$ cat config.mk
export PLATFORM = sky130hd
export DESIGN_NAME = dcache_wt
export DESIGN_NICKNAME = d
export VERILOG_FILES = /design/src/rtl/dcache_pkg.sv /design/src/rtl/dcache_array.sv /design/src/rtl/dcache_wt.sv
export SDC_FILE = /design/constraint.sdc
export NUM_CORES = 2
export LEC_CHECK = 0
export CORE_MARGIN = 5
export CORE_UTILIZATION = 35
export DETAILED_ROUTE_END_ITERATION = 6
export GPL_ROUTABILITY_DRIVEN = 0
export GPL_TIMING_DRIVEN = 0
export PLACE_DENSITY_LB_ADDON = 0.12
export SLEW_MARGIN = 10
export SYNTH_ARGS = -nofsm -noshare
export SYNTH_HDL_FRONTEND = slang
export SYNTH_SLANG_ARGS = --single-unit
$ cat constraint.sdc
create_clock -name clk -period 4.95 [get_ports clk]
set_input_delay 0.495 -clock clk [delete_from_list [all_inputs] [get_ports clk]]
set_output_delay 0.495 -clock clk [all_outputs]
set_load 0.1 [all_outputs]
$ cat src/rtl/dcache_pkg.sv
// Shared definitions for the write-through data cache.
// Holds the controller state enum, the default geometry with the field widths
// derived from it, and the helper that forms a backing address for one word
// of the line that a request addresses.
package dcache_pkg;
   localparam int SETS_DEF   = 16;
   localparam int WORDS_DEF  = 4;
   localparam int ADDR_W_DEF = 32;

   localparam int OFF_W = $clog2(WORDS_DEF);
   localparam int IDX_W = $clog2(SETS_DEF);
   localparam int TAG_W = ADDR_W_DEF - IDX_W - OFF_W - 2;

   typedef enum logic [2:0] {
      IDLE,
      REFILL_REQ,
      REFILL_WAIT,
      WRITE_REQ,
      WRITE_ACK
   } stateT;

   // Keeps the tag and index of addr and replaces the word offset with off.
   function automatic logic [ADDR_W_DEF-1:0] lineWordAddr(input logic [ADDR_W_DEF-1:0] addr,
                                                          input logic [OFF_W-1:0] off);
      return {addr[ADDR_W_DEF-1:OFF_W+2], off, 2'b00};
   endfunction
endpackage

$ cat src/rtl/dcache_array.sv
// Tag, valid and data storage for the direct-mapped cache.
// Ports:
//   clk                      clock
//   clearAll                 synchronous clear of every valid bit
//   rdIdx, rdOff             combinational read address
//   rdValid, rdTag, rdWord   combinational read data
//   wrEn, wrIdx, wrOff       word write port
//   wrData, wrBe             write data and byte enables
//   setValid, setTag         mark line wrIdx valid with setTag
module dcache_array
   import dcache_pkg::*;
#(
   parameter int SETS     = SETS_DEF,
   parameter int WORDS    = WORDS_DEF,
   parameter int TAG_BITS = TAG_W
) (
   input  logic                     clk,
   input  logic                     clearAll,
   input  logic [$clog2(SETS)-1:0]  rdIdx,
   input  logic [$clog2(WORDS)-1:0] rdOff,
   output logic                     rdValid,
   output logic [TAG_BITS-1:0]      rdTag,
   output logic [31:0]              rdWord,
   input  logic                     wrEn,
   input  logic [$clog2(SETS)-1:0]  wrIdx,
   input  logic [$clog2(WORDS)-1:0] wrOff,
   input  logic [31:0]              wrData,
   input  logic [3:0]               wrBe,
   input  logic                     setValid,
   input  logic [TAG_BITS-1:0]      setTag
);
   logic [31:0]         dataMem [SETS*WORDS];
   logic [TAG_BITS-1:0] tagMem  [SETS];
   logic [SETS-1:0]     validBits;

   assign rdValid = validBits[rdIdx];
   assign rdTag   = tagMem[rdIdx];
   assign rdWord  = dataMem[{rdIdx, rdOff}];

   always_ff @(posedge clk) begin
      if (clearAll) begin
         validBits <= '0;
      end else if (setValid) begin
         validBits[wrIdx] <= 1'b1;
      end
   end

   always_ff @(posedge clk) begin
      if (setValid) begin
         tagMem[wrIdx] <= setTag;
      end
   end

   always_ff @(posedge clk) begin
      for (int b = 0; b < 4; b++) begin
         if (wrEn && wrBe[b]) begin
            dataMem[{wrIdx, wrOff}][8*b +: 8] <= wrData[8*b +: 8];
         end
      end
   end
endmodule

$ cat src/rtl/dcache_wt.sv
// Direct-mapped, write-through, no-write-allocate data cache between the
// memory stage and the backing data memory. Load hits return data with no
// added latency; misses refill the line one word at a time; every store is
// written through and merged into the line only on a hit.
// Optional build macro DCACHE_STATS_EN adds hit_count / miss_count.
// Ports:
//   clk, rst                     clock, synchronous active-high reset
//   req_valid/we/addr/wdata/be   memory-stage request
//   rdata, stall                 load data, pipeline freeze
//   mem_req_valid/ready/we/addr/wdata/be   backing request handshake
//   mem_rsp_valid, mem_rsp_data  backing read return
//   hit_count, miss_count        access statistics (DCACHE_STATS_EN only)
//
// state       | meaning
// IDLE        | serve load hits, dispatch misses and stores
// REFILL_REQ  | issue read for word refillCnt of the missing line
// REFILL_WAIT | wait for that word, write it, advance
// WRITE_REQ   | issue the write-through, merge on hit when accepted
// WRITE_ACK   | release the pipeline past the store for one cycle
module dcache_wt
   import dcache_pkg::*;
#(
   parameter int SETS   = SETS_DEF,
   parameter int WORDS  = WORDS_DEF,
   parameter int ADDR_W = ADDR_W_DEF
) (
   input  logic              clk,
   input  logic              rst,
   input  logic              req_valid,
   input  logic              req_we,
   input  logic [ADDR_W-1:0] req_addr,
   input  logic [31:0]       req_wdata,
   input  logic [3:0]        req_be,
   output logic [31:0]       rdata,
   output logic              stall,
   output logic              mem_req_valid,
   input  logic              mem_req_ready,
   output logic              mem_req_we,
   output logic [ADDR_W-1:0] mem_req_addr,
   output logic [31:0]       mem_req_wdata,
   output logic [3:0]        mem_req_be,
   input  logic              mem_rsp_valid,
   input  logic [31:0]       mem_rsp_data
`ifdef DCACHE_STATS_EN
   ,
   output logic [31:0]       hit_count,
   output logic [31:0]       miss_count
`endif
);
   localparam int OFF_B = $clog2(WORDS);
   localparam int IDX_B = $clog2(SETS);
   localparam int TAG_B = ADDR_W - IDX_B - OFF_B - 2;
   localparam logic [OFF_B-1:0] LAST_WORD = OFF_B'(WORDS - 1);

   stateT            state, nextState;
   logic [OFF_B-1:0] refillCnt;

   logic [OFF_B-1:0] reqOff;
   logic [IDX_B-1:0] reqIdx;
   logic [TAG_B-1:0] reqTag;
   logic             unusedAddrLsb;

   logic             rdValid;
   logic [TAG_B-1:0] rdTag;
   logic [31:0]      rdWord;
   logic             hit;

   logic             wrEn;
   logic [OFF_B-1:0] wrOff;
   logic [31:0]      wrData;
   logic [3:0]       wrBe;
   logic             setValid;

   assign reqOff        = req_addr[OFF_B+1:2];
   assign reqIdx        = req_addr[IDX_B+OFF_B+1:OFF_B+2];
   assign reqTag        = req_addr[ADDR_W-1:ADDR_W-TAG_B];
   assign unusedAddrLsb = ^req_addr[1:0];
   assign hit           = rdValid && (rdTag == reqTag);

   dcache_array #(
      .SETS     (SETS),
      .WORDS    (WORDS),
      .TAG_BITS (TAG_B)
   ) uArray (
      .clk      (clk),
      .clearAll (rst),
      .rdIdx    (reqIdx),
      .rdOff    (reqOff),
      .rdValid  (rdValid),
      .rdTag    (rdTag),
      .rdWord   (rdWord),
      .wrEn     (wrEn),
      .wrIdx    (reqIdx),
      .wrOff    (wrOff),
      .wrData   (wrData),
      .wrBe     (wrBe),
      .setValid (setValid),
      .setTag   (reqTag)
   );

   always_ff @(posedge clk) begin
      if (rst) begin
         state     <= IDLE;
         refillCnt <= '0;
      end else begin
         state <= nextState;
         if (state == IDLE) begin
            refillCnt <= '0;
         end else if (state == REFILL_WAIT && mem_rsp_valid) begin
            refillCnt <= refillCnt + 1'b1;
         end
      end
   end

   always_comb begin
      nextState     = state;
      stall         = 1'b0;
      rdata         = '0;
      mem_req_valid = 1'b0;
      mem_req_we    = 1'b0;
      mem_req_addr  = lineWordAddr(req_addr, refillCnt);
      mem_req_wdata = req_wdata;
      mem_req_be    = 4'hF;
      wrEn          = 1'b0;
      wrOff         = refillCnt;
      wrData        = mem_rsp_data;
      wrBe          = 4'hF;
      setValid      = 1'b0;
      unique case (state)
         IDLE: begin
            if (req_valid) begin
               if (req_we) begin
                  stall     = 1'b1;
                  nextState = WRITE_REQ;
               end else if (hit) begin
                  rdata = rdWord;
               end else begin
                  stall     = 1'b1;
                  nextState = REFILL_REQ;
               end
            end
         end
         REFILL_REQ: begin
            stall         = 1'b1;
            mem_req_valid = 1'b1;
            if (mem_req_ready) begin
               nextState = REFILL_WAIT;
            end
         end
         REFILL_WAIT: begin
            stall = 1'b1;
            if (mem_rsp_valid) begin
               wrEn = 1'b1;
               if (refillCnt == LAST_WORD) begin
                  // Line complete: the access is re-evaluated in IDLE and hits.
                  setValid  = 1'b1;
                  nextState = IDLE;
               end else begin
                  nextState = REFILL_REQ;
               end
            end
         end
         WRITE_REQ: begin
            stall         = 1'b1;
            mem_req_valid = 1'b1;
            mem_req_we    = 1'b1;
            mem_req_addr  = {req_addr[ADDR_W-1:2], 2'b00};
            mem_req_be    = req_be;
            if (mem_req_ready) begin
               if (hit) begin
                  wrEn   = 1'b1;
                  wrOff  = reqOff;
                  wrData = req_wdata;
                  wrBe   = req_be;
               end
               nextState = WRITE_ACK;
            end
         end
         WRITE_ACK: begin
            nextState = IDLE;
         end
         default: begin
            nextState = IDLE;
         end
      endcase
   end

`ifdef DCACHE_STATS_EN
   // reEval marks the IDLE cycle that re-checks an access after its refill,
   // which was already counted as a miss.
   logic reEval;

   always_ff @(posedge clk) begin
      if (rst) begin
         hit_count  <= '0;
         miss_count <= '0;
         reEval     <= 1'b0;
      end else begin
         reEval <= (state == REFILL_WAIT) && (nextState == IDLE);
         if (state == IDLE && req_valid && !reEval) begin
            if (hit) begin
               hit_count <= hit_count + 32'd1;
            end else begin
               miss_count <= miss_count + 32'd1;
            end
         end
      end
   end
`endif
endmodule

==> flow_summary_export.csv <==
group,metric,value,unit
outcome,status,"complete, but fails checks",
outcome,violations,"capacitance limit, slew limit, setup timing",
pwr,power_frac_comb,7.2,%
drt,routed_wl,389300,microns
critical_path,critPathMaxStageDelay,1150,ps
die,dieArea,286600,sq um
synthesis,synth_largest_area_cell,"edfxtp_1",
timing,rsz0062_at_grt,"yes",
pwr,internal_power,35.41,mW
drt,drt_iter0_drc,7778,
global_route,grt.overflow.total,0,
synthesis,synth_edf_count,2432,
placement,preCtsSetupSlack,-4139,ps
timing,fmax,177.4,MHz
critical_path,path_class,"input port to flop",
die,core-area,274300,sq um
die,core.rowCount,192,
pwr,power_frac_seq,49.5,%
cts,cts.sinks,2453,
drt,dr.pass1.iters,6,
critical_path,end_kind,"flop",
finish,final_cell_area,116400,sq um
drt,drc_errors,0,
timing,final.setup_skew,50.38,ps
synthesis,synth_top_area_share,75.59,%
synthesis,ys_async_sr_fraction,0,%
timing,hold_violations,0,
critical_path,crit_required,5440,ps
critical_path,cp_max_fo,10,
timing,slew_headroom,-1.255,%
die,fp.dieW,535.4,microns
synthesis,synth.cell_area,96610,sq um
placement,dpl.hpwl,266300,microns
drt,wl_per_cell,43.33,microns
critical_path,critPathMostFrequentCell,"buf_6",
timing,slew_violations,21,
die,die_h,535.4,microns
finish,area_delta_synth_final,20.51,%
placement,port_buffers,198,
pwr,p_switching,10.76,mW
synthesis,synthTopCellsByArea,"edfxtp_1 76%, mux4_2 15%, a21oi_1 1.5%",
pwr,p_leak,36.35,nW
pwr,switching_share,23.31,%
pwr,power,46.17,mW
die,floorplan.initialDensity,35.21,%
synthesis,yosysWarnings,0,
placement,dpl-instance-area,105700,sq um
finish,drive_gt1_share,34.54,%
finish,final_util,42.44,%
synthesis,ys_types,64,
timing,timing.final.crit_share,113.9,%
finish,fin_nets,5202,
synthesis,synth_flop_cell,"edfxtp_1",
pwr,clkPwrFrac,43.3,%
cts,ctsLongestPathBuffers,4,
critical_path,crit_path_top_delay_cell,"a21oi_1",
drt,viasPerCell,6.018,
global_route,antenna_found_initial,18,
timing,setup_ws,-686.1,ps
cts,clk_latency,870,ps
cts,hold_buffers,0,
flow_run,maxCapViolations,2,
critical_path,cp_cell_sequence,"clkdlybuf4s15_2 -> buf_6 -> buf_6 -> buf_4 -> clkbuf_8 -> nor2_2 -> buf_8 -> clkbuf_2 -> nand2_1 -> clkbuf_1 -> a21oi_1",
critical_path,worst-endpoint-arrival,6120,ps
pwr,powerDensity,396.6,nW/um^2
synthesis,synth_cells,4512,
cts,path_clk_slew,60,ps
min_path,hold_class,"input port to flop",
global_route,grt_first_pass_wirelength,509300,microns
timing,setup_tns,-38630,ps
synthesis,yosysSeqAreaShare,76.03,%
drt,vias,54076,
cts,cts_root_buf,"clkbuf_16",
timing,setup_viol,173,
synthesis,synth_seq_cells,2453,
timing,fin_crit,5636,ps
drt,detail-route-antenna-nets,0,
global_route,grt_pass1_vias,52587,
synthesis,syn_area_per_cell,21.41,sq um
cts,htree_levels,5,
cts,cts_buffers,281,
global_route,grt_max_degree,65,
die,pin_count,209,
timing,worstMarginPinSlew,1519,ps
global_route,track_usage,26.70,%
critical_path,start_kind,"input port",
cts,cts_tree,"yes",
pwr,ir_worst_vdd,0.0002738,V
## through the flow
step	hold slack [ps]	instances
floorplan	434.8	4513
global placement	444.6	8397
detailed placement	457.8	8484
CTS	186.5	8972
global route	229.8	8980
finish	236.7	8986
## synthesized netlist by cell type (all sizes together) (19+ instances only)
cell    instances
mux2           91
a22oi          30
nand2          57
clkbuf        157
mux4          628
nor2          112
buf           196
edfxtp       2432
dfxtp          21
mux2i         107
nand4          19
o21ai          33
nor3           19
a211oi         23
a21oi         283
o22ai         100
## registers in the layout, indices dropped and copies added (netlist names)
signal	cells
refillCnt	2
state	3
uArray.dataMem	2048
uArray.tagMem	384
uArray.validBits	16
## cells in the final DEF, fill, tap and decap left out, types with 21 or more instances in the layout
cell / synthesis / routed
edfxtp_1: 2432 / 2432
mux4_2: 628 / 628
clkbuf_16: 0 / 290
clkdlybuf4s50_1: 0 / 160
buf_4: 74 / 138
a21oi_2: 0 / 134
a21oi_1: 283 / 118
mux2i_1: 107 / 100
o22ai_1: 100 / 99
clkbuf_1: 157 / 91
nor2_1: 112 / 81
buf_6: 14 / 80
clkbuf_2: 0 / 73
mux2_2: 91 / 61
clkinv_1: 0 / 51
buf_12: 0 / 48
clkinv_2: 0 / 45
nand2_1: 57 / 44
buf_16: 0 / 34
a21oi_4: 0 / 31
mux2_4: 0 / 30
o21ai_0: 33 / 28
a22oi_1: 30 / 28
buf_2: 77 / 27
clkbuf_4: 0 / 27
nor2_4: 0 / 21
dfxtp_1: 21 / 21
## layout make-up
cell class | count | area [sq um]
Antenna cell | 8 | 20.02
Buffer | 344 | 2574
Clock buffer | 352 | 7518
Clock inverter | 128 | 1049
Fill cell | 23973 | 157900
Inverter | 17 | 67.56
Multi-Input combinational cell | 1690 | 23000
Sequential cell | 2453 | 73450
Tap cell | 3686 | 4612
Timing Repair Buffer | 308 | 4129
## worst max-delay path, delay by kind of cell
| family | cells | cell delay, ps |
|---|---|---|
| buffers and inverters | 8 | 2760 |
| and+or+nand+nor | 2 | 1590 |
| AOI/OAI and AO/OA | 1 | 1150 |
## cell families after synthesis
logic type | Yosys count | synth area share (%)
compound gates | 553 | 3.440
xor+xnor | 22 | 0.1994
fa+ha+maj | 1 | 0.01295
buf+inv | 370 | 1.934
flops | 2453 | 76.03
mux | 826 | 16.81
other cells | 1 | 0.003882
simple gates | 286 | 1.572
## per-layer routing
metal / global-route usage (%) / share of wire [%]
met3: 6.799 / 9.5
met4: 12.51 / 5.6
met2: 39.68 / 44
met5: 0.2165 / 0.025
met1: 36.90 / 41
## worst paths after layout
| check | start | to | slack [ps] | cells past startpoint |
|---|---|---|---|---|
| hold reg to reg | uArray.validBits[6]$_SDFFE_PP0P_ | uArray.validBits[6]$_SDFFE_PP0P_ | 470 | 2 |
| hold / removal | rst | uArray.validBits[6]$_SDFFE_PP0P_ | 240 | 2 |
| setup reg to reg | uArray.tagMem[11][21]$_DFFE_PP_ | uArray.dataMem[27][24]$_DFFE_PP_ | -50 | 9 |
| setup / recovery | req_addr[6] | uArray.dataMem[11][9]$_DFFE_PP_ | -690 | 11 |
## repair_timing
| item | CTS | global route |
|---|---|---|
| pin swaps | 15 | 12 |
| gates cloned | 1 | 0 |
| hold endpoints to repair | 0 | 0 |
| setup endpoints to repair | 4367 | 478 |
| gates resized for setup | 606 | 95 |
| buffers inserted | 15 | 5 |
## power groups by stage
stage	registers (mW)	logic, mW	clock network [mW]
2_1_floorplan	23.3	1.52	0
3_3_place_gp	23.3	3.00	0
3_5_place_dp	23.3	3.13	0
4_1_cts	22.9	3.23	20.2
5_1_grt	22.8	3.35	21.0
6_report	22.9	3.31	20.0
Power figures use the tool's default switching activity.
